[src/rtl/fetch_ctrl_if.sv]
// I-cache request bus for the fetch sequencer: SRAM-like req/addr_ok, then data_ok/rdata.
// master = fetch_ctrl side, slave = instruction cache side.
interface fetch_ctrl_if;
  logic        inst_req;
  logic [31:0] inst_addr;
  logic        inst_addr_ok;
  logic        inst_data_ok;
  logic [31:0] inst_rdata;

  modport master (
    output inst_req,
    output inst_addr,
    input  inst_addr_ok,
    input  inst_data_ok,
    input  inst_rdata
  );

  modport slave (
    input  inst_req,
    input  inst_addr,
    output inst_addr_ok,
    output inst_data_ok,
    output inst_rdata
  );
endinterface

[src/rtl/fetch_ctrl.sv]
// Fetch-stage sequencer: owns the fetch PC, arbitrates redirects, keeps one I-cache request in flight,
// and buffers one instruction toward Decode. Define FETCH_ALIGN_CHECK_EN to enable misaligned-fetch traps.
module fetch_ctrl #(
  parameter logic [31:0] RESET_PC = 32'hbfc0_0000
) (
  input  logic               clk,
  input  logic               rst,
  input  logic               trap_valid,
  input  logic [31:0]        trap_pc,
  input  logic               mispred_valid,
  input  logic [31:0]        mispred_pc,
  input  logic               jump_valid,
  input  logic [31:0]        jump_pc,
  input  logic               predtake_valid,
  input  logic [31:0]        predtake_pc,
  input  logic               pipe_stall,
  fetch_ctrl_if.master       icache,
  output logic               inst_valid,
  output logic [31:0]        inst_pc,
  output logic [31:0]        inst_out,
  output logic               fetch_adel
);

  typedef enum logic [1:0] {
    IDLE = 2'd0,
    REQ  = 2'd1,
    WAIT = 2'd2
  } state_t;

  state_t      state;
  logic [31:0] pc;
  logic        discard;

  logic        redirect;
  logic [31:0] target;
  logic        hold;
  logic        misaligned;
  logic        accept;
  logic        resp;
  logic        fill;

  assign redirect = trap_valid | mispred_valid | jump_valid | predtake_valid;

  // Fixed priority: older pipeline stages win over younger ones.
  always_comb begin
    target = predtake_pc;
    if (trap_valid)          target = trap_pc;
    else if (mispred_valid)  target = mispred_pc;
    else if (jump_valid)     target = jump_pc;
  end

`ifdef FETCH_ALIGN_CHECK_EN
  assign misaligned = (pc[1:0] != 2'b00);
`else
  assign misaligned = 1'b0;
`endif

  // A full buffer that Decode refuses blocks the next request.
  assign hold   = inst_valid & pipe_stall;
  assign accept = icache.inst_req & icache.inst_addr_ok;
  assign resp   = (state == WAIT) & icache.inst_data_ok;
  assign fill   = resp & ~discard & ~redirect;

  assign icache.inst_req  = (state == REQ) & ~hold & ~misaligned;
  assign icache.inst_addr = pc;

  // NOTE: all state below is updated with non-blocking assignments so every
  // register samples the same pre-edge values regardless of statement order.
  always_ff @(posedge clk or posedge rst) begin
    if (rst) begin
      state      <= IDLE;
      pc         <= RESET_PC;
      discard    <= 1'b0;
      inst_valid <= 1'b0;
      inst_pc    <= 32'h0;
      inst_out   <= 32'h0;
`ifdef FETCH_ALIGN_CHECK_EN
      fetch_adel <= 1'b0;
`endif
    end else begin
      case (state)
        IDLE: state <= REQ;

        REQ: begin
          // An unaccepted request may be retargeted; an accepted one leaves with the old pc.
          if (redirect) pc <= target;
          if (accept) begin
            state   <= WAIT;
            discard <= redirect;
          end
        end

        WAIT: begin
          if (resp) begin
            discard <= 1'b0;
            state   <= REQ;
            if (redirect)      pc <= target;
            else if (!discard) pc <= pc + 32'd4;
          end else if (redirect) begin
            pc      <= target;
            discard <= 1'b1;
          end
        end

        default: state <= IDLE;
      endcase

      // Instruction buffer: a fill beats both flush and consume.
      if (fill) begin
        inst_valid <= 1'b1;
        inst_pc    <= pc;
        inst_out   <= icache.inst_rdata;
`ifdef FETCH_ALIGN_CHECK_EN
        fetch_adel <= 1'b0;
      end else if ((state == REQ) && !hold && misaligned && !redirect) begin
        inst_valid <= 1'b1;
        inst_pc    <= pc;
        inst_out   <= 32'h0;
        fetch_adel <= 1'b1;
`endif
      end else if (redirect && (state != IDLE)) begin
        inst_valid <= 1'b0;
`ifdef FETCH_ALIGN_CHECK_EN
        fetch_adel <= 1'b0;
`endif
      end else if (inst_valid && !pipe_stall) begin
        inst_valid <= 1'b0;
`ifdef FETCH_ALIGN_CHECK_EN
        fetch_adel <= 1'b0;
`endif
      end
    end
  end

`ifndef FETCH_ALIGN_CHECK_EN
  assign fetch_adel = 1'b0;
`endif

endmodule
[src/flat_wrapper.sv]
// flat-port wrapper written by rule: the top's interface ports become plain ports
module fetch_ctrl_flat 
#(
  parameter logic [31:0] RESET_PC = 32'hbfc0_0000
)
  (clk, rst, trap_valid, trap_pc, mispred_valid, mispred_pc, jump_valid, jump_pc, predtake_valid, predtake_pc, pipe_stall, inst_valid, inst_pc, inst_out, fetch_adel, icache_inst_req, icache_inst_addr, icache_inst_addr_ok, icache_inst_data_ok, icache_inst_rdata);
  fetch_ctrl_if icache_i ();
  input  logic clk;
  input  logic rst;
  input  logic trap_valid;
  input  logic [31:0] trap_pc;
  input  logic mispred_valid;
  input  logic [31:0] mispred_pc;
  input  logic jump_valid;
  input  logic [31:0] jump_pc;
  input  logic predtake_valid;
  input  logic [31:0] predtake_pc;
  input  logic pipe_stall;
  output logic inst_valid;
  output logic [31:0] inst_pc;
  output logic [31:0] inst_out;
  output logic fetch_adel;
  output wire logic [$bits(icache_i.inst_req)-1:0] icache_inst_req;
  output wire logic [$bits(icache_i.inst_addr)-1:0] icache_inst_addr;
  input wire logic [$bits(icache_i.inst_addr_ok)-1:0] icache_inst_addr_ok;
  input wire logic [$bits(icache_i.inst_data_ok)-1:0] icache_inst_data_ok;
  input wire logic [$bits(icache_i.inst_rdata)-1:0] icache_inst_rdata;
  assign icache_inst_req = icache_i.inst_req;
  assign icache_inst_addr = icache_i.inst_addr;
  assign icache_i.inst_addr_ok = icache_inst_addr_ok;
  assign icache_i.inst_data_ok = icache_inst_data_ok;
  assign icache_i.inst_rdata = icache_inst_rdata;
  fetch_ctrl #(.RESET_PC(RESET_PC)) u_core (.clk(clk), .rst(rst), .trap_valid(trap_valid), .trap_pc(trap_pc), .mispred_valid(mispred_valid), .mispred_pc(mispred_pc), .jump_valid(jump_valid), .jump_pc(jump_pc), .predtake_valid(predtake_valid), .predtake_pc(predtake_pc), .pipe_stall(pipe_stall), .icache(icache_i), .inst_valid(inst_valid), .inst_pc(inst_pc), .inst_out(inst_out), .fetch_adel(fetch_adel));
endmodule
[config.mk]
export PLATFORM = sky130hd
export DESIGN_NAME = fetch_ctrl_flat
export DESIGN_NICKNAME = d
export VERILOG_FILES = /design/src/rtl/fetch_ctrl_if.sv /design/src/rtl/fetch_ctrl.sv /design/src/flat_wrapper.sv
export SDC_FILE = /design/constraint.sdc
export NUM_CORES = 1
export LEC_CHECK = 0
export ABC_AREA = 1
export CAP_MARGIN = 25
export CORE_UTILIZATION = 35
export CTS_CLUSTER_SIZE = 40
export DETAILED_ROUTE_END_ITERATION = 10
export GPL_ROUTABILITY_DRIVEN = 0
export PLACE_DENSITY = 0.77
export REMOVE_ABC_BUFFERS = 1
export SYNTH_ARGS = -nofsm -noshare
export SYNTH_HDL_FRONTEND = slang
export SYNTH_SLANG_ARGS = --single-unit
[constraint.sdc]
create_clock -name clk -period 5 [get_ports clk]
set_clock_uncertainty 0.15 [all_clocks]
set_input_delay 1 -clock clk [delete_from_list [all_inputs] [get_ports clk]]
set_output_delay 1 -clock clk [all_outputs]
set_load 0.02 [all_outputs]
Yosys cells after proc, flatten, opt, wreduce, memory -nomap -nowiden --
Cells that the tools add are included.
Storage, ports and cells: flip-flop bits (word level) 100, logic and storage cells 53, output and inout bits 99, input port bits 169
Cells by class: mux-type cells 18, reduce and logical (&&, ||, !) cells 10, equal/unequal tests 6, $add $sub $neg 1, bitwise operators 12
Operators with widths (count):
- two-way mux 32 bit | 7
- one-hot mux 32 bit (2 select lines) | 1
- adder 32 x 3 -> 32 bit, second input constant | 1
- AND 1 bit | 6
- two-way mux 1 bit | 6
- one-hot mux 2 bit (3 select lines) | 1
- two-way mux 2 bit | 2
- inequality test 2 x 1 -> 1 bit, second input constant | 2
- inequality test 4 bit, second input constant | 1
- AND reduction 2 bit | 2
- nonzero test 2 bit | 2
- inequality test 3 x 1 -> 1 bit, second input constant | 1
- NOT 1 bit | 3
- bitwise OR 1 bit | 3
- AND reduction 3 bit | 1
- nonzero test 3 bit | 1
- equality test 2 x 1 -> 1 bit, second input constant | 1
- equality test 2 bit, second input constant | 1
- logical AND 1 bit | 2
- logical NOT 2 bit | 1
- one-hot mux 1 bit (2 select lines) | 1
- logical NOT 1 bit | 1

Logic depth before layout (Yosys ltp) --
word-level depth 6, depth in mapped cells 12, depth with buffers taken out 12

Worst setup path after synthesis --
OpenSTA, ideal clock, no wires.
kind input to output, start input port pipe_stall, end output port icache_inst_req, setup slack 2.463 ns, required time 3.850 ns, path buffers 0, arrival time 1.387 ns, cell stages on the path 3, cell sequence nand2_1 inv_1 nor2_1
Between the ends: cells in the longest elaborated chain, start to end 3
RTL lines:
- from (decl) | line flat_wrapper.sv:18 | input logic pipe_stall;
- AND 1 bit | line fetch_ctrl.sv:59 | assign hold = inst_valid & pipe_stall;
- NOT 1 bit | line fetch_ctrl.sv:64 | assign icache.inst_req = (state == REQ) & ~hold & ~misaligned;
- AND 1 bit | line fetch_ctrl.sv:64
- to (decl) | line flat_wrapper.sv:23 | output wire logic [$bits(icache_i.inst_req)-1:0] icache_inst_req;
No other way between the ends.

Final worst setup path --
start input port mispred_valid, end register u_core.inst_pc[20]
Between the ends: cells in the longest elaborated chain, start to end 5
RTL lines:
- from (decl) | line flat_wrapper.sv:12 | input logic mispred_valid;
- bitwise OR 1 bit (3 in series) | line fetch_ctrl.sv:42 | assign redirect = trap_valid | mispred_valid | jump_valid | predtake_valid;
- NOT 1 bit | line fetch_ctrl.sv:62 | assign fill = resp & ~discard & ~redirect;
- AND 1 bit | line fetch_ctrl.sv:62
- to (signal assigned) | line fetch_ctrl.sv:111 | inst_pc <= pc;
- to (decl) | line fetch_ctrl.sv:19 | output logic [31:0] inst_pc,
No other way between the ends. A chain may end at the register's enable or synchronous reset.

==> reports/results.txt <==
Cts hold-fix bufs - 0
Grt ovf - 0
Max Root-Sink Buffers - 2
Gate power share - 50.4%
Met2 usage - 38.9%
Fin crit period - 3.42 ns
Max Slew Vio Count - 0
Status - complete, no violations
WL/cell - 15.0 um
Die area - 17800 sq um
Average size of a mapped cell - 6.83 sq um
Drt total wl - 20200 um
Setup Total Neg Slack - 0 ns
Met3 Usage GRT - 3.46%
Sw Ratio - 43.2%
Crit share post-route - 68.3%
DP Area - 8800 sq um
Layout cells sized above 1 - 4.60%
Yosys top cell area share - 37.7%
Worst Hold Class - reg -> reg
CTS tree - built
Ant diodes - 0
Die H - 133 um
Ys async rst share - 100%
Residual DRC - 0
Mapped Cells - 884
Clk_lat worst skew - 0.35 ns
Die Wd - 133 um
Final net count - 1299
Max Clk Rate - 0.293 GHz
Met1 usage - 29.4%
Global-route total usage across every layer - 22.9%
Crit Path Class - in -> reg
Num CTS Buffers - 9
Layout area overhead - 51.0%
Largest net degree at the start of global routing - 70
Register share of total power - 33.0%
Crit-path max FO - 48
Max VDD drop - 244 uV
CP required - 5.12 ns
Max Cap Viol - 0
Worst slew margin - 32.6%
Vias in the first global route - 6342
DRT Pass-1 Iters - 5
Final Hold Fails - 0
Clk sinks - 100
Gr busiest metal - met2
P_sw - 1.81 mW
Sequential fraction of the synthesis area - 41.6%
CP Capture Type - flop
Yosys warning total - 0
Worst Tran Pin Value - 1.01 ns
Static Leak - 4.17 nW
Core footprint - 16700 sq um
Crit path DAT - 3.53 ns
Yosys cell types - 38
Area leader, netlist - dfrtp_1
Vias/cell - 4.91
Iter 0 DRT Violations - 479
Initial cell density of the core - 36.1%
Area contributors post-synth - dfrtp_1 38%, nand2_1 23%, a21oi_1 4.9%
CP Launch Type - input port
Design internal power - 2.37 mW
Post-CTS Setup Inserts - 0
First-pass GRT wire length - 32100 um
PwrDens - 459 nW/um^2
Post-synth top cells - 377 x nand2_1, 91 x dfrtp_1, 59 x a21oi_1
Clock power share - 16.6%
RSZ-0062 raised after global routing - no
Initial antenna violation count - 1
Clk slew on worst S/H paths - 0.07 ns
Buffers on Ports - 266
Post-Syn Area - 6040 sq um
# IOs - 268
Most numerous cell in the Yosys netlist - nand2_1
Setup violations, final - 0
Finished layout cell area - 9110 sq um
Via count - 6627
Ys flop type - dfrtp_1
H-Tree Depth - 3
Row count - 47
Cts repair resizes - 0
Clk root buf - clkbuf_16
DRT antenna net count - 0
Number of synthesized flops with an enable pin - 0
Post-DP HPWL - 15200 um
Yosys reg bits - 100
placed cells by master, fill, tap and decap left out, types with 9 or more instances in the layout:
master / n
o211ai_1: 19
dfrtp_1: 91
a21oi_1: 59
nor2_1: 57
dfstp_2: 9
nand2_1: 377
o21ai_0: 56
clkbuf_16: 9
clkdlybuf4s50_1: 266
nand3_1: 54
inv_1: 57
o21ai_1: 12
through the flow:
| stage | power, mW | util, % | std cells | hold WS, ns | worst slack, ns |
|---|---|---|---|---|---|
| after floorplan | 2.47 | - | 840 | 0.328 | 1.25 |
| after global placement | 3.45 | 52.7 | 1334 | 0.302 | 1.22 |
| after detailed placement | 3.49 | 52.7 | 1334 | 0.310 | 1.17 |
| after CTS | 4.20 | 54.4 | 1350 | 0.327 | 1.51 |
| after global routing | 4.47 | 54.6 | 1351 | 0.343 | 1.35 |
| final | 4.18 | 54.6 | 1351 | 0.319 | 1.58 |
power by group through the flow:
| stage | Sequential, mW | Combinational, mW | Clock (mW) |
|---|---|---|---|
| 3_5_place_dp | 1.39 | 2.10 | 0 |
| 3_3_place_gp | 1.38 | 2.07 | 0 |
| 5_1_grt | 1.42 | 2.30 | 0.743 |
| 2_1_floorplan | 1.63 | 0.837 | 0 |
| 4_1_cts | 1.38 | 2.12 | 0.705 |
| 6_report | 1.38 | 2.11 | 0.694 |
cell type report:
| type | instances | area, sq um |
|---|---|---|
| fill | 1619 | 7590 |
| multi-input combinational | 678 | 3040 |
| timing repair buffer | 275 | 2750 |
| sequential | 100 | 2510 |
| tap | 220 | 275 |
| inverter | 62 | 240 |
| clock buffer | 12 | 236 |
| clock inverter | 4 | 51.3 |
path summary, 6_finish.rpt:
kind / start / endpoint / slack (ns) / cells past startpoint
min in group asynchronous: rst / u_core.inst_out[6] / 1.03 / 2
worst max-delay path: mispred_valid / u_core.inst_pc[20] / 1.58 / 8
worst min-delay path: u_core.inst_out[29] / u_core.inst_out[29] / 0.32 / 2
max in group asynchronous: rst / u_core.icache.inst_addr[26] / 2.82 / 3
worst max register to register: u_core.state[0] / u_core.inst_pc[20] / 2.41 / 10
worst min register to register: u_core.inst_out[29] / u_core.inst_out[29] / 0.32 / 2
critical path, cell delays in order:
cell	delay [ns]
clkdlybuf4s50_1	0.87
nor2_2	0.14
nand3_4	0.20
nor2_4	0.05
inv_2	0.48
buf_4	0.52
nand2_1	0.12
o21ai_1	0.11
state kept, by name (all words and copies together), names as in the netlist:
| signal | flops |
|---|---|
| u_core.inst_valid | 1 |
| u_core.inst_pc | 32 |
| u_core.discard | 1 |
| u_core.state | 2 |
| u_core.icache.inst_addr | 32 |
| u_core.inst_out | 32 |
routing by layer:
metal  vias up  share of wire (%)
met5         -              0.064
met4         2                2.8
met3        39                6.0
met2       273                 49
met1      3001                 43
li1       3312                  -
logic make-up (layout without fill, tap and decap cells):
| logic type | Yosys count | after routing | share of synthesized area (%) |
|---|---|---|---|
| other | 1 | 1 | 0.0621 |
| xor gates and xnor gates | 1 | 1 | 0.145 |
| adders and majority gates | 4 | 4 | 0.829 |
| AOI/OAI and AO/OA | 157 | 157 | 14.3 |
| and+or+nand+nor | 513 | 513 | 34.8 |
| DFF | 100 | 100 | 41.6 |
| buffers and inverters | 106 | 353 | 7.92 |
| muxes | 2 | 2 | 0.332 |
Power figures use the tool's default switching activity.
